## config.mk

```make
export PLATFORM = sky130hd
export DESIGN_NAME = rs_du_flat
export DESIGN_NICKNAME = d
export VERILOG_FILES = /design/src/rtl/core_pkg.sv /design/src/rtl/rs_du_if.sv /design/src/rtl/rs_du_wakeup.sv /design/src/rtl/rs_du.sv /design/src/flat_wrapper.sv
export SDC_FILE = /design/constraint.sdc
export NUM_CORES = 1
export LEC_CHECK = 0
export ABC_CLOCK_PERIOD_IN_PS = 4700
export BUFFER_PORTS_ARGS = -buffer_cell sky130_fd_sc_hd__buf_2
export CORE_MARGIN = 4
export CORE_UTILIZATION = 50
export DETAILED_ROUTE_END_ITERATION = 10
export PLACE_DENSITY = 0.69
export SYNTH_ARGS = -nofsm -noshare
export SYNTH_HDL_FRONTEND = slang
export SYNTH_HIERARCHICAL = 1
export SYNTH_SLANG_ARGS = --single-unit
```

## constraint.sdc

```tcl
create_clock -name clk -period 4.7 [get_ports clk]
set_clock_uncertainty 0.2 [all_clocks]
set_input_delay 0.705 -clock clk [delete_from_list [all_inputs] [get_ports clk]]
set_output_delay 0.705 -clock clk [all_outputs]
set_load 0.005 [all_outputs]
```

## src/rtl/core_pkg.sv

```systemverilog
// Shared core types for the load/store reservation station.
// Field widths and the RS entry record used by rs_du and its wakeup sub-module.
package core_pkg;

    localparam int unsigned PHY_W  = 6;
    localparam int unsigned CW_W   = 4;
    localparam int unsigned OP_W   = 6;
    localparam int unsigned DATA_W = 32;

    typedef logic [PHY_W-1:0]  phy_t;
    typedef logic [CW_W-1:0]   cw_t;
    typedef logic [OP_W-1:0]   op_t;
    typedef logic [DATA_W-1:0] data_t;

    // One reservation-station slot.
    typedef struct packed {
        logic  valid;
        op_t   op;
        data_t imm;
        phy_t  rdst;
        cw_t   cw;
        phy_t  src1_tag;
        logic  src1_rdy;
        data_t src1;
        phy_t  src2_tag;
        logic  src2_rdy;
        data_t src2;
    } rs_entry_t;

endpackage

```

## src/rtl/rs_du_if.sv

```systemverilog
// Bus bundle for rs_du: dispatch payload, CDB broadcast, issue port to the
// data unit and the RS_full / Unit_busy flow-control pair.
// slave  : the reservation station side.
// master : the dispatcher / CDB / data-unit environment side.
interface rs_du_if;
    import core_pkg::*;

    // Dispatch
    logic  Dispatch_en;
    op_t   Dispatch_Operation;
    data_t Dispatch_imm;
    phy_t  Dispatch_PhyRdst;
    cw_t   Dispatch_Commit_window;
    phy_t  Dispatch_PhySrc1;
    phy_t  Dispatch_PhySrc2;
    logic  Dispatch_Src1_ready;
    logic  Dispatch_Src2_ready;
    data_t Dispatch_Src1;
    data_t Dispatch_Src2;

    // Common data bus
    logic  CDB_valid;
    logic  CDB_Write_Phy;
    phy_t  CDB_PhyRdst;
    data_t CDB_data;

    // Flow control
    logic  RS_full;
    logic  Unit_busy;

    // Issue
    op_t   EX_Operation;
    data_t EX_imm;
    data_t EX_Src1;
    data_t EX_Src2;
    phy_t  EX_PhyRdst;
    cw_t   EX_Commit_window;
    logic  EX_en;

    modport slave (
        input  Dispatch_en, Dispatch_Operation, Dispatch_imm, Dispatch_PhyRdst,
               Dispatch_Commit_window, Dispatch_PhySrc1, Dispatch_PhySrc2,
               Dispatch_Src1_ready, Dispatch_Src2_ready, Dispatch_Src1, Dispatch_Src2,
               CDB_valid, CDB_Write_Phy, CDB_PhyRdst, CDB_data, Unit_busy,
        output RS_full, EX_Operation, EX_imm, EX_Src1, EX_Src2, EX_PhyRdst,
               EX_Commit_window, EX_en
    );

    modport master (
        output Dispatch_en, Dispatch_Operation, Dispatch_imm, Dispatch_PhyRdst,
               Dispatch_Commit_window, Dispatch_PhySrc1, Dispatch_PhySrc2,
               Dispatch_Src1_ready, Dispatch_Src2_ready, Dispatch_Src1, Dispatch_Src2,
               CDB_valid, CDB_Write_Phy, CDB_PhyRdst, CDB_data, Unit_busy,
        input  RS_full, EX_Operation, EX_imm, EX_Src1, EX_Src2, EX_PhyRdst,
               EX_Commit_window, EX_en
    );

endinterface

```

## src/rtl/rs_du_wakeup.sv

```systemverilog
// Per-operand wakeup: compares an operand tag against the CDB broadcast and
// produces the operand's next ready flag and value.
// Ports: en_i (operand belongs to a live entry), tag_i/rdy_i/data_i (current
// operand), cdb_en_i/cdb_tag_i/cdb_data_i (qualified broadcast),
// rdy_c_o/data_c_o (combinational next ready/value).
module rs_du_wakeup
    import core_pkg::*;
(
    input  logic  en_i,
    input  phy_t  tag_i,
    input  logic  rdy_i,
    input  data_t data_i,
    input  logic  cdb_en_i,
    input  phy_t  cdb_tag_i,
    input  data_t cdb_data_i,
    output logic  rdy_c_o,
    output data_t data_c_o
);

    logic hit_c;

    // Only a still-waiting operand may capture the broadcast.
    assign hit_c    = en_i & cdb_en_i & ~rdy_i & (tag_i == cdb_tag_i);
    assign rdy_c_o  = rdy_i | hit_c;
    assign data_c_o = hit_c ? cdb_data_i : data_i;

endmodule

```

## src/rtl/rs_du.sv

```systemverilog
// In-order load/store reservation station: a circular FIFO of DEPTH entries
// that wakes operands from the CDB and issues only from the head.
// Ports: clk, rst (sync, active-high), flush (mispredict discard),
// rs (rs_du_if.slave: dispatch, CDB, Unit_busy in; RS_full, EX_* out).
module rs_du
    import core_pkg::*;
#(
    parameter int unsigned DEPTH = 4
) (
    input  logic       clk,
    input  logic       rst,
    input  logic       flush,
    rs_du_if.slave     rs
);

    localparam int unsigned PTR_W = $clog2(DEPTH);
    localparam int unsigned CNT_W = $clog2(DEPTH + 1);

    rs_entry_t        ent_q [DEPTH];
    rs_entry_t        ent_d [DEPTH];
    logic [PTR_W-1:0] head_q, head_d;
    logic [PTR_W-1:0] tail_q, tail_d;
    logic [CNT_W-1:0] cnt_q, cnt_d;
    logic             hold_q, hold_d;

    rs_entry_t        head_c;
    logic             full_c;
    logic             cdb_en_c;
    logic             do_disp_c;
    logic             ex_en_c;

    logic [DEPTH-1:0] wr_c;
    logic [DEPTH-1:0] live_c;
    logic [DEPTH-1:0] w1_rdy_c;
    logic [DEPTH-1:0] w2_rdy_c;
    data_t            w1_data_c [DEPTH];
    data_t            w2_data_c [DEPTH];

    // Flow control and issue qualification, all from registered state.
    assign head_c    = ent_q[head_q];
    assign full_c    = (cnt_q == CNT_W'(DEPTH));
    assign cdb_en_c  = rs.CDB_valid & rs.CDB_Write_Phy;
    assign do_disp_c = rs.Dispatch_en & ~full_c & ~flush;
    // hold_q blocks back-to-back issue so the data unit's busy flag can catch up.
    assign ex_en_c   = (cnt_q != '0) & head_c.valid & head_c.src1_rdy & head_c.src2_rdy
                     & ~rs.Unit_busy & ~hold_q & ~flush;

    // Per-entry operand wakeup; a dispatching entry is fed its incoming
    // operands so a same-cycle broadcast is captured on the way in.
    for (genvar i = 0; i < DEPTH; i++) begin : g_ent
        phy_t  t1_c, t2_c;
        logic  r1_c, r2_c;
        data_t d1_c, d2_c;

        assign wr_c[i]   = do_disp_c && (tail_q == PTR_W'(i));
        assign live_c[i] = wr_c[i] | ent_q[i].valid;

        assign t1_c = wr_c[i] ? rs.Dispatch_PhySrc1    : ent_q[i].src1_tag;
        assign r1_c = wr_c[i] ? rs.Dispatch_Src1_ready : ent_q[i].src1_rdy;
        assign d1_c = wr_c[i] ? rs.Dispatch_Src1       : ent_q[i].src1;
        assign t2_c = wr_c[i] ? rs.Dispatch_PhySrc2    : ent_q[i].src2_tag;
        assign r2_c = wr_c[i] ? rs.Dispatch_Src2_ready : ent_q[i].src2_rdy;
        assign d2_c = wr_c[i] ? rs.Dispatch_Src2       : ent_q[i].src2;

        rs_du_wakeup u_wk1 (
            .en_i       (live_c[i]),
            .tag_i      (t1_c),
            .rdy_i      (r1_c),
            .data_i     (d1_c),
            .cdb_en_i   (cdb_en_c),
            .cdb_tag_i  (rs.CDB_PhyRdst),
            .cdb_data_i (rs.CDB_data),
            .rdy_c_o    (w1_rdy_c[i]),
            .data_c_o   (w1_data_c[i])
        );

        rs_du_wakeup u_wk2 (
            .en_i       (live_c[i]),
            .tag_i      (t2_c),
            .rdy_i      (r2_c),
            .data_i     (d2_c),
            .cdb_en_i   (cdb_en_c),
            .cdb_tag_i  (rs.CDB_PhyRdst),
            .cdb_data_i (rs.CDB_data),
            .rdy_c_o    (w2_rdy_c[i]),
            .data_c_o   (w2_data_c[i])
        );
    end

    // Next-state: dispatch write, wakeup, issue retire, then flush override.
    always_comb begin
        ent_d  = ent_q;
        head_d = head_q;
        tail_d = tail_q;
        cnt_d  = cnt_q;
        hold_d = ex_en_c;

        for (int i = 0; i < DEPTH; i++) begin
            if (wr_c[i]) begin
                ent_d[i].valid    = 1'b1;
                ent_d[i].op       = rs.Dispatch_Operation;
                ent_d[i].imm      = rs.Dispatch_imm;
                ent_d[i].rdst     = rs.Dispatch_PhyRdst;
                ent_d[i].cw       = rs.Dispatch_Commit_window;
                ent_d[i].src1_tag = rs.Dispatch_PhySrc1;
                ent_d[i].src2_tag = rs.Dispatch_PhySrc2;
            end
            if (live_c[i]) begin
                ent_d[i].src1_rdy = w1_rdy_c[i];
                ent_d[i].src1     = w1_data_c[i];
                ent_d[i].src2_rdy = w2_rdy_c[i];
                ent_d[i].src2     = w2_data_c[i];
            end
        end

        // Pointers wrap naturally since DEPTH is a power of two.
        if (do_disp_c) begin
            tail_d = tail_q + PTR_W'(1);
        end
        if (ex_en_c) begin
            ent_d[head_q].valid = 1'b0;
            head_d              = head_q + PTR_W'(1);
        end

        case ({do_disp_c, ex_en_c})
            2'b10:   cnt_d = cnt_q + CNT_W'(1);
            2'b01:   cnt_d = cnt_q - CNT_W'(1);
            default: cnt_d = cnt_q;
        endcase

        if (flush) begin
            for (int i = 0; i < DEPTH; i++) begin
                ent_d[i].valid = 1'b0;
            end
            head_d = '0;
            tail_d = '0;
            cnt_d  = '0;
            hold_d = 1'b0;
        end
    end

    // State registers.
    always_ff @(posedge clk) begin
        if (rst) begin
            for (int i = 0; i < DEPTH; i++) begin
                ent_q[i] <= '0;
            end
            head_q <= '0;
            tail_q <= '0;
            cnt_q  <= '0;
            hold_q <= 1'b0;
        end else begin
            ent_q  <= ent_d;
            head_q <= head_d;
            tail_q <= tail_d;
            cnt_q  <= cnt_d;
            hold_q <= hold_d;
        end
    end

    // Issue payload straight from the head slot.
    assign rs.RS_full          = full_c;
    assign rs.EX_en            = ex_en_c;
    assign rs.EX_Operation     = head_c.op;
    assign rs.EX_imm           = head_c.imm;
    assign rs.EX_Src1          = head_c.src1;
    assign rs.EX_Src2          = head_c.src2;
    assign rs.EX_PhyRdst       = head_c.rdst;
    assign rs.EX_Commit_window = head_c.cw;

endmodule

```

## src/flat_wrapper.sv

```systemverilog
// flat-port wrapper written by rule: the top's interface ports become plain ports
module rs_du_flat import core_pkg::*;
#(
    parameter int unsigned DEPTH = 4
)
  (clk, rst, flush, rs_Dispatch_en, rs_Dispatch_Operation, rs_Dispatch_imm, rs_Dispatch_PhyRdst, rs_Dispatch_Commit_window, rs_Dispatch_PhySrc1, rs_Dispatch_PhySrc2, rs_Dispatch_Src1_ready, rs_Dispatch_Src2_ready, rs_Dispatch_Src1, rs_Dispatch_Src2, rs_CDB_valid, rs_CDB_Write_Phy, rs_CDB_PhyRdst, rs_CDB_data, rs_Unit_busy, rs_RS_full, rs_EX_Operation, rs_EX_imm, rs_EX_Src1, rs_EX_Src2, rs_EX_PhyRdst, rs_EX_Commit_window, rs_EX_en);
  rs_du_if rs_i ();
  input  logic clk;
  input  logic rst;
  input  logic flush;
  input wire logic [$bits(rs_i.Dispatch_en)-1:0] rs_Dispatch_en;
  input wire logic [$bits(rs_i.Dispatch_Operation)-1:0] rs_Dispatch_Operation;
  input wire logic [$bits(rs_i.Dispatch_imm)-1:0] rs_Dispatch_imm;
  input wire logic [$bits(rs_i.Dispatch_PhyRdst)-1:0] rs_Dispatch_PhyRdst;
  input wire logic [$bits(rs_i.Dispatch_Commit_window)-1:0] rs_Dispatch_Commit_window;
  input wire logic [$bits(rs_i.Dispatch_PhySrc1)-1:0] rs_Dispatch_PhySrc1;
  input wire logic [$bits(rs_i.Dispatch_PhySrc2)-1:0] rs_Dispatch_PhySrc2;
  input wire logic [$bits(rs_i.Dispatch_Src1_ready)-1:0] rs_Dispatch_Src1_ready;
  input wire logic [$bits(rs_i.Dispatch_Src2_ready)-1:0] rs_Dispatch_Src2_ready;
  input wire logic [$bits(rs_i.Dispatch_Src1)-1:0] rs_Dispatch_Src1;
  input wire logic [$bits(rs_i.Dispatch_Src2)-1:0] rs_Dispatch_Src2;
  input wire logic [$bits(rs_i.CDB_valid)-1:0] rs_CDB_valid;
  input wire logic [$bits(rs_i.CDB_Write_Phy)-1:0] rs_CDB_Write_Phy;
  input wire logic [$bits(rs_i.CDB_PhyRdst)-1:0] rs_CDB_PhyRdst;
  input wire logic [$bits(rs_i.CDB_data)-1:0] rs_CDB_data;
  input wire logic [$bits(rs_i.Unit_busy)-1:0] rs_Unit_busy;
  output wire logic [$bits(rs_i.RS_full)-1:0] rs_RS_full;
  output wire logic [$bits(rs_i.EX_Operation)-1:0] rs_EX_Operation;
  output wire logic [$bits(rs_i.EX_imm)-1:0] rs_EX_imm;
  output wire logic [$bits(rs_i.EX_Src1)-1:0] rs_EX_Src1;
  output wire logic [$bits(rs_i.EX_Src2)-1:0] rs_EX_Src2;
  output wire logic [$bits(rs_i.EX_PhyRdst)-1:0] rs_EX_PhyRdst;
  output wire logic [$bits(rs_i.EX_Commit_window)-1:0] rs_EX_Commit_window;
  output wire logic [$bits(rs_i.EX_en)-1:0] rs_EX_en;
  assign rs_i.Dispatch_en = rs_Dispatch_en;
  assign rs_i.Dispatch_Operation = rs_Dispatch_Operation;
  assign rs_i.Dispatch_imm = rs_Dispatch_imm;
  assign rs_i.Dispatch_PhyRdst = rs_Dispatch_PhyRdst;
  assign rs_i.Dispatch_Commit_window = rs_Dispatch_Commit_window;
  assign rs_i.Dispatch_PhySrc1 = rs_Dispatch_PhySrc1;
  assign rs_i.Dispatch_PhySrc2 = rs_Dispatch_PhySrc2;
  assign rs_i.Dispatch_Src1_ready = rs_Dispatch_Src1_ready;
  assign rs_i.Dispatch_Src2_ready = rs_Dispatch_Src2_ready;
  assign rs_i.Dispatch_Src1 = rs_Dispatch_Src1;
  assign rs_i.Dispatch_Src2 = rs_Dispatch_Src2;
  assign rs_i.CDB_valid = rs_CDB_valid;
  assign rs_i.CDB_Write_Phy = rs_CDB_Write_Phy;
  assign rs_i.CDB_PhyRdst = rs_CDB_PhyRdst;
  assign rs_i.CDB_data = rs_CDB_data;
  assign rs_i.Unit_busy = rs_Unit_busy;
  assign rs_RS_full = rs_i.RS_full;
  assign rs_EX_Operation = rs_i.EX_Operation;
  assign rs_EX_imm = rs_i.EX_imm;
  assign rs_EX_Src1 = rs_i.EX_Src1;
  assign rs_EX_Src2 = rs_i.EX_Src2;
  assign rs_EX_PhyRdst = rs_i.EX_PhyRdst;
  assign rs_EX_Commit_window = rs_i.EX_Commit_window;
  assign rs_EX_en = rs_i.EX_en;
  rs_du #(.DEPTH(DEPTH)) u_core (.clk(clk), .rst(rst), .flush(flush), .rs(rs_i));
endmodule
```

=== After elaboration in Yosys (flattened, before gate mapping) ===
Index checks and enable logic that the tools add are counted.

* Bitwise operators: 54
* Magnitude comparators: 2
* Reductions and logical operators: 9
* Multiplexer cells: 52
* Add/sub/neg operators: 4
* Equal/unequal tests: 14

{| class="wikitable"
|+ Operators with widths
! kind !! count
|-
| $mux 32 || 16
|-
| $bwmux 508 || 1
|-
| $mux 508 || 1
|-
| $mux 127 || 3
|-
| $mux 33 || 8
|-
| $bmux 127 s2 || 1
|-
| $demux 127 s2 || 1
|-
| $mux 55 || 4
|-
| $eq 6x6->1 || 8
|-
| $mux 6 || 8
|-
| $and 1x1->1 || 29
|-
| $not 1->1 || 12
|-
| $or 1x1->1 || 12
|-
| $mux 1 || 8
|-
| $eq 2x2->1 const B || 3
|-
| $pmux 3 s2 || 1
|-
| $logic_and 1x1->1 || 5
|-
| $add 2x1->2 const B || 2
|-
| $eq 2x1->1 const B || 2
|-
| $add 3x1->3 const B || 1
|-
| $eq 3x3->1 const B || 1
|-
| $ge 3x3->1 const B || 1
|-
| $lt 3x1->1 const B || 1
|-
| $not 2->3 || 1
|-
| 5 further kinds || 5
|}

* Register bits after elaboration: 516
* Input port bits: 171
* Output and inout bits: 114
* Word-level logic and storage cells: 183

=== Logic depth before layout (Yosys ltp) ===
Gate-level depths: netlist (run 1).

* Depth after elaboration: 13
* Mapped depth: 16
* Gate-level depth less buffers: 11

=== Cells and area by module ===
Netlist (run 1), hierarchy kept.

{| class="wikitable"
|+ By module, submodules not included
! module !! area an instance (sq um) !! cells each !! instances
|-
| rs_du || 24679.9 || 3236 || 1
|-
| rs_du_wakeup || 590.6 || 46 || 8
|}

=== Worst setup path after synthesis (run 1) ===
No wires, ideal clock.

* Path kind: input -> register
* From: input port flush
* To: register with a tool-made name
* Arrival: 2.860 ns
* Stages on the path: 12
* Library setup time: 0.132 ns
* Path slack: 1.508 ns
* Path through: nor2b_1 and3_1 buf_2 buf_6 mux2_4 xor2_1 nor4_2 nand2_2 buf_6 mux2_4 o21ai_0 a21oi_1

{| class="wikitable"
|+ RTL lines
! item !! RTL line !! text
|-
| start, declared || flat_wrapper.sv:10 || <nowiki>input logic flush;</nowiki>
|}

==> results of run 1 <==
==> worst paths after layout <==
| check | startpoint | end | slack (ps) | cells after the start |
|---|---|---|---|---|
| worst min-delay path | rs_Dispatch_Commit_window[0] | flop | 130 | 3 |
| worst max-delay path | u_core/cnt_q[2]$_SDFFE_PP0P_ | flop | 900 | 11 |
| worst max register to register | u_core/cnt_q[2]$_SDFFE_PP0P_ | flop | 900 | 11 |
| worst min register to register | flop | flop | 250 | 2 |
==> worst min-delay path: stages <==
cell and delay [ps]:
buf_2 120, nand2_1 50, a21oi_1 50
==> cells in the final DEF, fill, tap and decap left out, types with 5 or more instances in the layout <==
| cell type | instances |
|---|---|
| nand2_1 | 1452 |
| dfxtp_1 | 510 |
| a21oi_1 | 459 |
| buf_2 | 283 |
| o21ai_0 | 265 |
| mux2_4 | 234 |
| mux4_2 | 112 |
| mux2_2 | 65 |
| clkbuf_16 | 58 |
| nor2b_1 | 51 |
| xor2_1 | 50 |
| buf_4 | 40 |
| diode_2 | 14 |
| clkbuf_1 | 12 |
| clkinv_2 | 12 |
| inv_1 | 12 |
| clkbuf_8 | 9 |
| ha_1 | 9 |
| nor4_2 | 8 |
| nor4_1 | 8 |
| nand2_2 | 8 |
| nand2b_1 | 8 |
| buf_12 | 8 |
| bufinv_16 | 6 |
| mux2_1 | 5 |
| nor2_1 | 5 |
| a211oi_1 | 5 |
==> kinds of logic (layout without fill, tap and decap cells) <==
| group | Yosys count | after routing | synth area share [%] |
|---|---|---|---|
| and+or+nand+nor | 1565 | 1565 | 21.19 |
| AOI/OAI and AO/OA | 734 | 734 | 12.74 |
| xor gates and xnor gates | 51 | 51 | 1.519 |
| buffers and inverters | 311 | 449 | 5.723 |
| adders and majority gates | 10 | 10 | 0.4511 |
| other | 0 | 14 | 0 |
| DFF | 516 | 516 | 35.13 |
| muxes | 417 | 417 | 23.24 |
==> metal layers <==
metal	vias to the layer above	share of wire, %	GRT usage (%)
met2	1211	46	46.45
met4	6	2.6	8.797
li1	12272	-	-
met5	-	0.050	0
met3	190	8.5	4.579
met1	12589	43	39.60
==> power breakdown <==
group	total (uW)	leakage, uW	switching (uW)	internal, uW
sequential	4450	0.00417	27.5	4420
clock	4700	0.000960	1950	2750
combinational	734	0.00863	470	264
total	9890	0.0138	2450	7440
==> final cells by class <==
cell class / count / area share (%)
multi-input cells: 2777 / 53.37
flip-flops and latches: 516 / 31.66
repair buffers: 332 / 5.791
clock buffers: 79 / 4.960
well taps: 765 / 2.930
clock inverters: 26 / 1.049
inverters: 12 / 0.1379
diodes: 14 / 0.1072
==> per-stage QoR <==
step                      instances  cell area (sq um)  power [uW]  utilization [%]
after floorplan                3604              29400        4943                -
after global placement         4402              30670        5262            52.96
after detailed placement       4402              30670        5269            52.96
after CTS                      4507              32640        9936            56.35
after global routing           4514              32650       10200            56.38
final                          4521              32670        9885            56.41
==> results.json, run 1 <==
{
  "numCtsBuffers": 58,
  "ys_seq_elements": 516,
  "vias": 26268,
  "layout_min_cycle_time_ps": 3796,
  "min_period_over_period_pct": 80.77,
  "nFillCells": 5373,
  "rsz0062_at_grt": "no",
  "synth_area_leader_cell": "dfxtp_1",
  "path_buf_inv": 2,
  "setup_viol": 0,
  "cp-end-kind": "flop",
  "htree_num_levels": 2,
  "arrival_ps": 4070,
  "initialDrtViolationCount": 2500,
  "die_area_sq_mm": 0.06275,
  "ctsHoldBuffers": 0,
  "netlist_area_sq_mm": 0.02940,
  "syn_to_final_growth_pct": 11.11,
  "synth_edf_count": 0,
  "hold_path.class": "in2reg",
  "final_nets": 3878,
  "finalHoldViolations": 0,
  "avgSynthCellArea_sq_um": 8.159,
  "cp_slowest_cell": "buf_4",
  "clkSlewWorstSetupHoldPaths_ps": 60,
  "dp_hpwl_mm": 52.38,
  "tightest_slew_ps": 1104,
  "grt_overflow": 0,
  "core.rowCount": 88,
  "status": "complete, no violations",
  "hold_ws_ps": 130.6,
  "cts_buffer_depth": 3,
  "ys_async_sr_fraction_pct": 0,
  "track_usage_pct": 28.66,
  "crit_chain": "or3b_4, nand3_4, buf_4, mux2_2, xor2_1, nor4_2, nand2_2, buf_4, mux2_2, o21ai_0, a21oi_1",
  "multiInputGateArea_sq_mm": 0.01744,
  "cts_tree": "done",
  "worst_slack_ps": 903.9,
  "gp_congestion": 0.7901,
  "path_class": "reg2reg",
  "die_h_um": 250.5,
  "max_clock_freq_mhz": 263.4,
  "cts_resized": 0,
  "drive_gt1_share_pct": 23.36,
  "cts_setup_buffers": 0,
  "cap_violations": 0,
  "drt_drc_violations_left": 0,
  "slew_viol_final": 0,
  "critPathMaxFanout": 33,
  "via_per_inst": 5.810,
  "place_ws_ps": 696.9,
  "yosys_warnings": 6,
  "wirelength_mm": 94.33,
  "synth.top_cell.area_share_pct": 35.13,
  "synth_fp_nets": 3785,
  "slew-limit-headroom_pct": 26.39,
  "p_per_area_mw_per_mm2": 302.6,
  "design.core.area_sq_mm": 0.05792,
  "register_area_sq_mm": 0.01034,
  "power_leakage_uw": 0.01375,
  "synthTopCellsByArea": "dfxtp_1, nand2_1, mux2_4",
  "portBuffers": 284,
  "synth_ff_type": "dfxtp_1",
  "synthCells": 3604,
  "cpPeakStageDelay_ps": 610,
  "clock_sinks": 516,
  "grt_max_degree": 98,
  "grt_pass1_vias": 24925,
  "root_buffer": "clkbuf_16",
  "io_pins": 285,
  "finalSetupTns_ps": 0,
  "first_pass_iters": 6,
  "synth-seq-area-share_pct": 35.13,
  "required_ps": 4980,
  "wl_per_cell_um": 20.87,
  "yosysMostFrequentCell": "nand2_1",
  "synth_cell_type_count": 42,
  "antenna_found_initial": 15,
  "insertion_delay_ps": 640,
  "grt_pass1_wl_mm": 144.8,
  "ir_drop_mv": 0.2974,
  "die_w_um": 250.5,
  "synthTopCellsByCount": "nand2_1, dfxtp_1, a21oi_1",
  "start_kind": "flop",
  "initial_core_util_pct": 50.77,
  "antenna_left": 0,
  "crit_family": "buffers and inverters"
}
Note: power is estimated with default switching activity, not from simulation.
==> inputs of run 2 (changes only) <==
--- a/config.mk
+++ b/config.mk
@@ -5,7 +5,8 @@
 export SDC_FILE = /design/constraint.sdc
 export NUM_CORES = 1
 export LEC_CHECK = 0
-export ABC_CLOCK_PERIOD_IN_PS = 4700
+export ABC_AREA = 1
+export ABC_CLOCK_PERIOD_IN_PS = 3600
 export BUFFER_PORTS_ARGS = -buffer_cell sky130_fd_sc_hd__buf_2
 export CORE_MARGIN = 4
 export CORE_UTILIZATION = 50
==> constraint.sdc (replaced) <==
create_clock -name clk -period 3.6 [get_ports clk]
set_clock_uncertainty 0.2 [all_clocks]
set_input_delay 0.54 -clock clk [delete_from_list [all_inputs] [get_ports clk]]
set_output_delay 0.54 -clock clk [all_outputs]
set_load 0.005 [all_outputs]
==> run 2 against run 1 <==
  * Utilization shrank 0.60 points
  * Non-clock buffer count is 82 higher
  * Sequential cell count unchanged
  * Critical path depth down 6
  * Largest power group unchanged
  * Area after synthesis grew 10%
  * Sequential power increased by 34%
  * Clock power up 31%
  * Via count is 35% higher
  * Global-route usage grew 2.0 points
  * Routed wire length grew 18%
==> results.json, run 2 <==
{
  "synth_area_leader_cell": "dfxtp_1",
  "yosys_warnings": 6,
  "register_area_sq_mm": 0.01033,
  "tightest_slew_ps": 1173,
  "dp_hpwl_mm": 66.90,
  "r2r-start": "u_core/cnt_q[1]$_SDFFE_PP0P_",
  "vias": 35389,
  "synthAdderAreaFrac_pct": 0.4085,
  "syn_to_final_growth_pct": 10.62,
  "initial_core_util_pct": 50.46,
  "clock_sinks": 516,
  "grt_pass1_wl_mm": 176.2,
  "ir_drop_mv": 0.3238,
  "critPathMaxFanout": 77,
  "gp_congestion": 0.8687,
  "drive_gt1_share_pct": 9.394,
  "crit_chain": "inv_8, buf_4, nand2_1, a21oi_1, buf_2",
  "path_buf_inv": 3,
  "design.core.area_sq_mm": 0.06435,
  "setup_viol": 0,
  "slew-limit-headroom_pct": 21.77,
  "power_leakage_uw": 0.01732,
  "clkSlewWorstSetupHoldPaths_ps": 60,
  "cts_buffer_depth": 3,
  "final_cell_mix": "nand2_1, a21oi_1, inv_1",
  "p_per_area_mw_per_mm2": 388.7,
  "synthCells": 5443,
  "die_area_sq_mm": 0.06908,
  "synth_edf_count": 0,
  "multiInputGateArea_sq_mm": 0.01766,
  "antenna_left": 0,
  "synth.top_cell.area_share_pct": 31.82,
  "avgSynthCellArea_sq_um": 5.965,
  "cap_violations": 0,
  "ys_seq_elements": 516,
  "first_pass_iters": 6,
  "finalHoldViolations": 0,
  "hold_ws_ps": 38.63,
  "io_pins": 285,
  "required_ps": 2860,
  "yosys.area_share.xor_xnor_pct": 0.2158,
  "status": "complete, no violations",
  "dp_cells": 6210,
  "htree_num_levels": 2,
  "reg2reg_slack_ps": 380,
  "core.rowCount": 93,
  "wl_per_cell_um": 17.52,
  "hold_path.class": "in2reg",
  "yosysMostFrequentCell": "nand2_1",
  "path_class": "reg2out",
  "via_per_inst": 5.551,
  "insertion_delay_ps": 630,
  "worst_slack_ps": 154.4,
  "cp-end-kind": "output port",
  "reg2reg_depth": 17,
  "synth_top_family_by_area": "simple AND/OR/NAND/NOR gates",
  "numCtsBuffers": 60,
  "netlist_area_sq_mm": 0.03247,
  "die_h_um": 262.8,
  "cpPeakStageDelay_ps": 520,
  "start_kind": "flop",
  "wirelength_mm": 111.7,
  "grt_max_degree": 175,
  "synth_fp_nets": 5624,
  "root_buffer": "clkbuf_16",
  "layout_min_cycle_time_ps": 3446,
  "place_ws_ps": 327.4,
  "portBuffers": 284,
  "synthTopCellsByCount": "nand2_1, a21oi_1, inv_1",
  "rsz0062_at_grt": "no",
  "final_nets": 5648,
  "synth_compound_area_share_pct": 18.96,
  "synthTopCellsByArea": "dfxtp_1, nand2_1, a21oi_1",
  "synth_cell_type_count": 24,
  "holdPathEnd": "u_core/ent_q[454]$_SDFF_PP0_",
  "initialDrtViolationCount": 3680,
  "track_usage_pct": 30.69,
  "finalSetupTns_ps": 0,
  "slew_viol_final": 0,
  "max_clock_freq_mhz": 290.2,
  "synth_ff_type": "dfxtp_1",
  "final_common_cell": "nand2_1",
  "arrival_ps": 2710,
  "synthMuxAreaShare_pct": 0,
  "cts_tree": "done",
  "drt_drc_violations_left": 0,
  "antenna_found_initial": 8,
  "hp-start": "rs_Dispatch_PhySrc1[1]",
  "ys_async_sr_fraction_pct": 0,
  "crit_family": "buffers and inverters",
  "die_w_um": 262.8,
  "grt_overflow": 0,
  "nFillCells": 6628,
  "synth-seq-area-share_pct": 31.82,
  "grt_pass1_vias": 31904,
  "cp_slowest_cell": "buf_4",
  "synthSimpleGateAreaFrac_pct": 34.70,
  "hold_depth": 3,
  "fin_cells": 6375,
  "cts_setup_buffers": 0,
  "min_period_over_period_pct": 95.71
}
## run 2: cell count changes after synthesis, moves of 234 or more
cell / before / now
nand2_1: 1452 / 1734
nand3_1: 1 / 267
mux2_4: 234 / 0
nand4_1: 2 / 259
a21oi_1: 459 / 801
nor2_1: 5 / 345
inv_1: 12 / 562
## run 2: power by group
| group | switching (uW) | internal, uW |
|---|---|---|
| Clock | 2570 | 3590 |
| Sequential | 96.4 | 5870 |
| Combinational | 1260 | 579 |
## run 2: logic make-up after synthesis
| logic type | count (synthesis) |
|---|---|
| DFF | 516 |
| buffers and inverters | 1033 |
| adders and majority gates | 10 |
| and+or+nand+nor | 2646 |
| xor gates and xnor gates | 8 |
| AOI/OAI and AO/OA | 1230 |
## run 2: per-layer routing
| metal | global-route usage, % | part of all wire (%) | vias up |
|---|---|---|---|
| met5 | 0 | 0.037 | - |
| met4 | 12.59 | 4.4 | 6 |
| met3 | 6.554 | 9.9 | 231 |
| met2 | 49.03 | 44 | 1525 |
| met1 | 40.50 | 42 | 16100 |
| li1 | - | - | 17527 |
## run 2: final cells by class
class	count	area share (%)
antenna	6	0.04180
clock buffer	95	5.079
clock inverter	14	0.3658
inverter	581	6.156
multi-input combinational	3894	49.18
sequential	516	28.77
tap	855	2.979
timing repair buffer	414	7.424
## run 2: how the worst max path moves through the flow
| stage | startpoint | to | slack (ps) | depth (start not counted) |
|---|---|---|---|---|
| floorplan | rs_Dispatch_en | flop | 1110 | 18 |
| global placement | flush | flop | 360 | 15 |
| detailed placement | flush | flop | 330 | 15 |
| CTS | u_core/head_q[0]$_SDFFE_PP0N_ | rs_EX_Src1[28] | 20 | 6 |
| global route | u_core/head_q[0]$_SDFFE_PP0N_ | rs_EX_Src2[28] | 2 | 6 |
| finish | u_core/head_q[0]$_SDFFE_PP0N_ | rs_EX_Src2[25] | 150 | 5 |
## run 2: metrics by stage
step           utilization [%]  instance area (sq um)  power, uW
6_report                 55.81                  35920      13960
5_1_grt                  55.80                  35910      14470
4_1_cts                  55.79                  35900      14030
3_5_place_dp             51.97                  33440       7844
3_3_place_gp             51.97                  33440       7824
2_1_floorplan                -                  32470       7172
## run 2: worst reg2reg max path, cell delays in order, from the launching register on
cell and delay, ps:
dfxtp_1 370, inv_2 70, nand3_2 100, nand2_4 80
nor2_8 250, nand2_8 280, o21ai_0 340, inv_1 90
inv_1 60, nand2_1 50, nand2_1 70, nand2_1 80
nor2_4 130, nand3_4 450, nand2_1 210, nand2_1 70
a21oi_1 150, nor2_1 70
## run 2: repair_timing
action / in CTS / in global routing
gates resized for setup: 0 / 1
hold buffers: 50 / 0
hold endpoints to repair: 194 / 0
setup endpoints to repair: 0 / 1
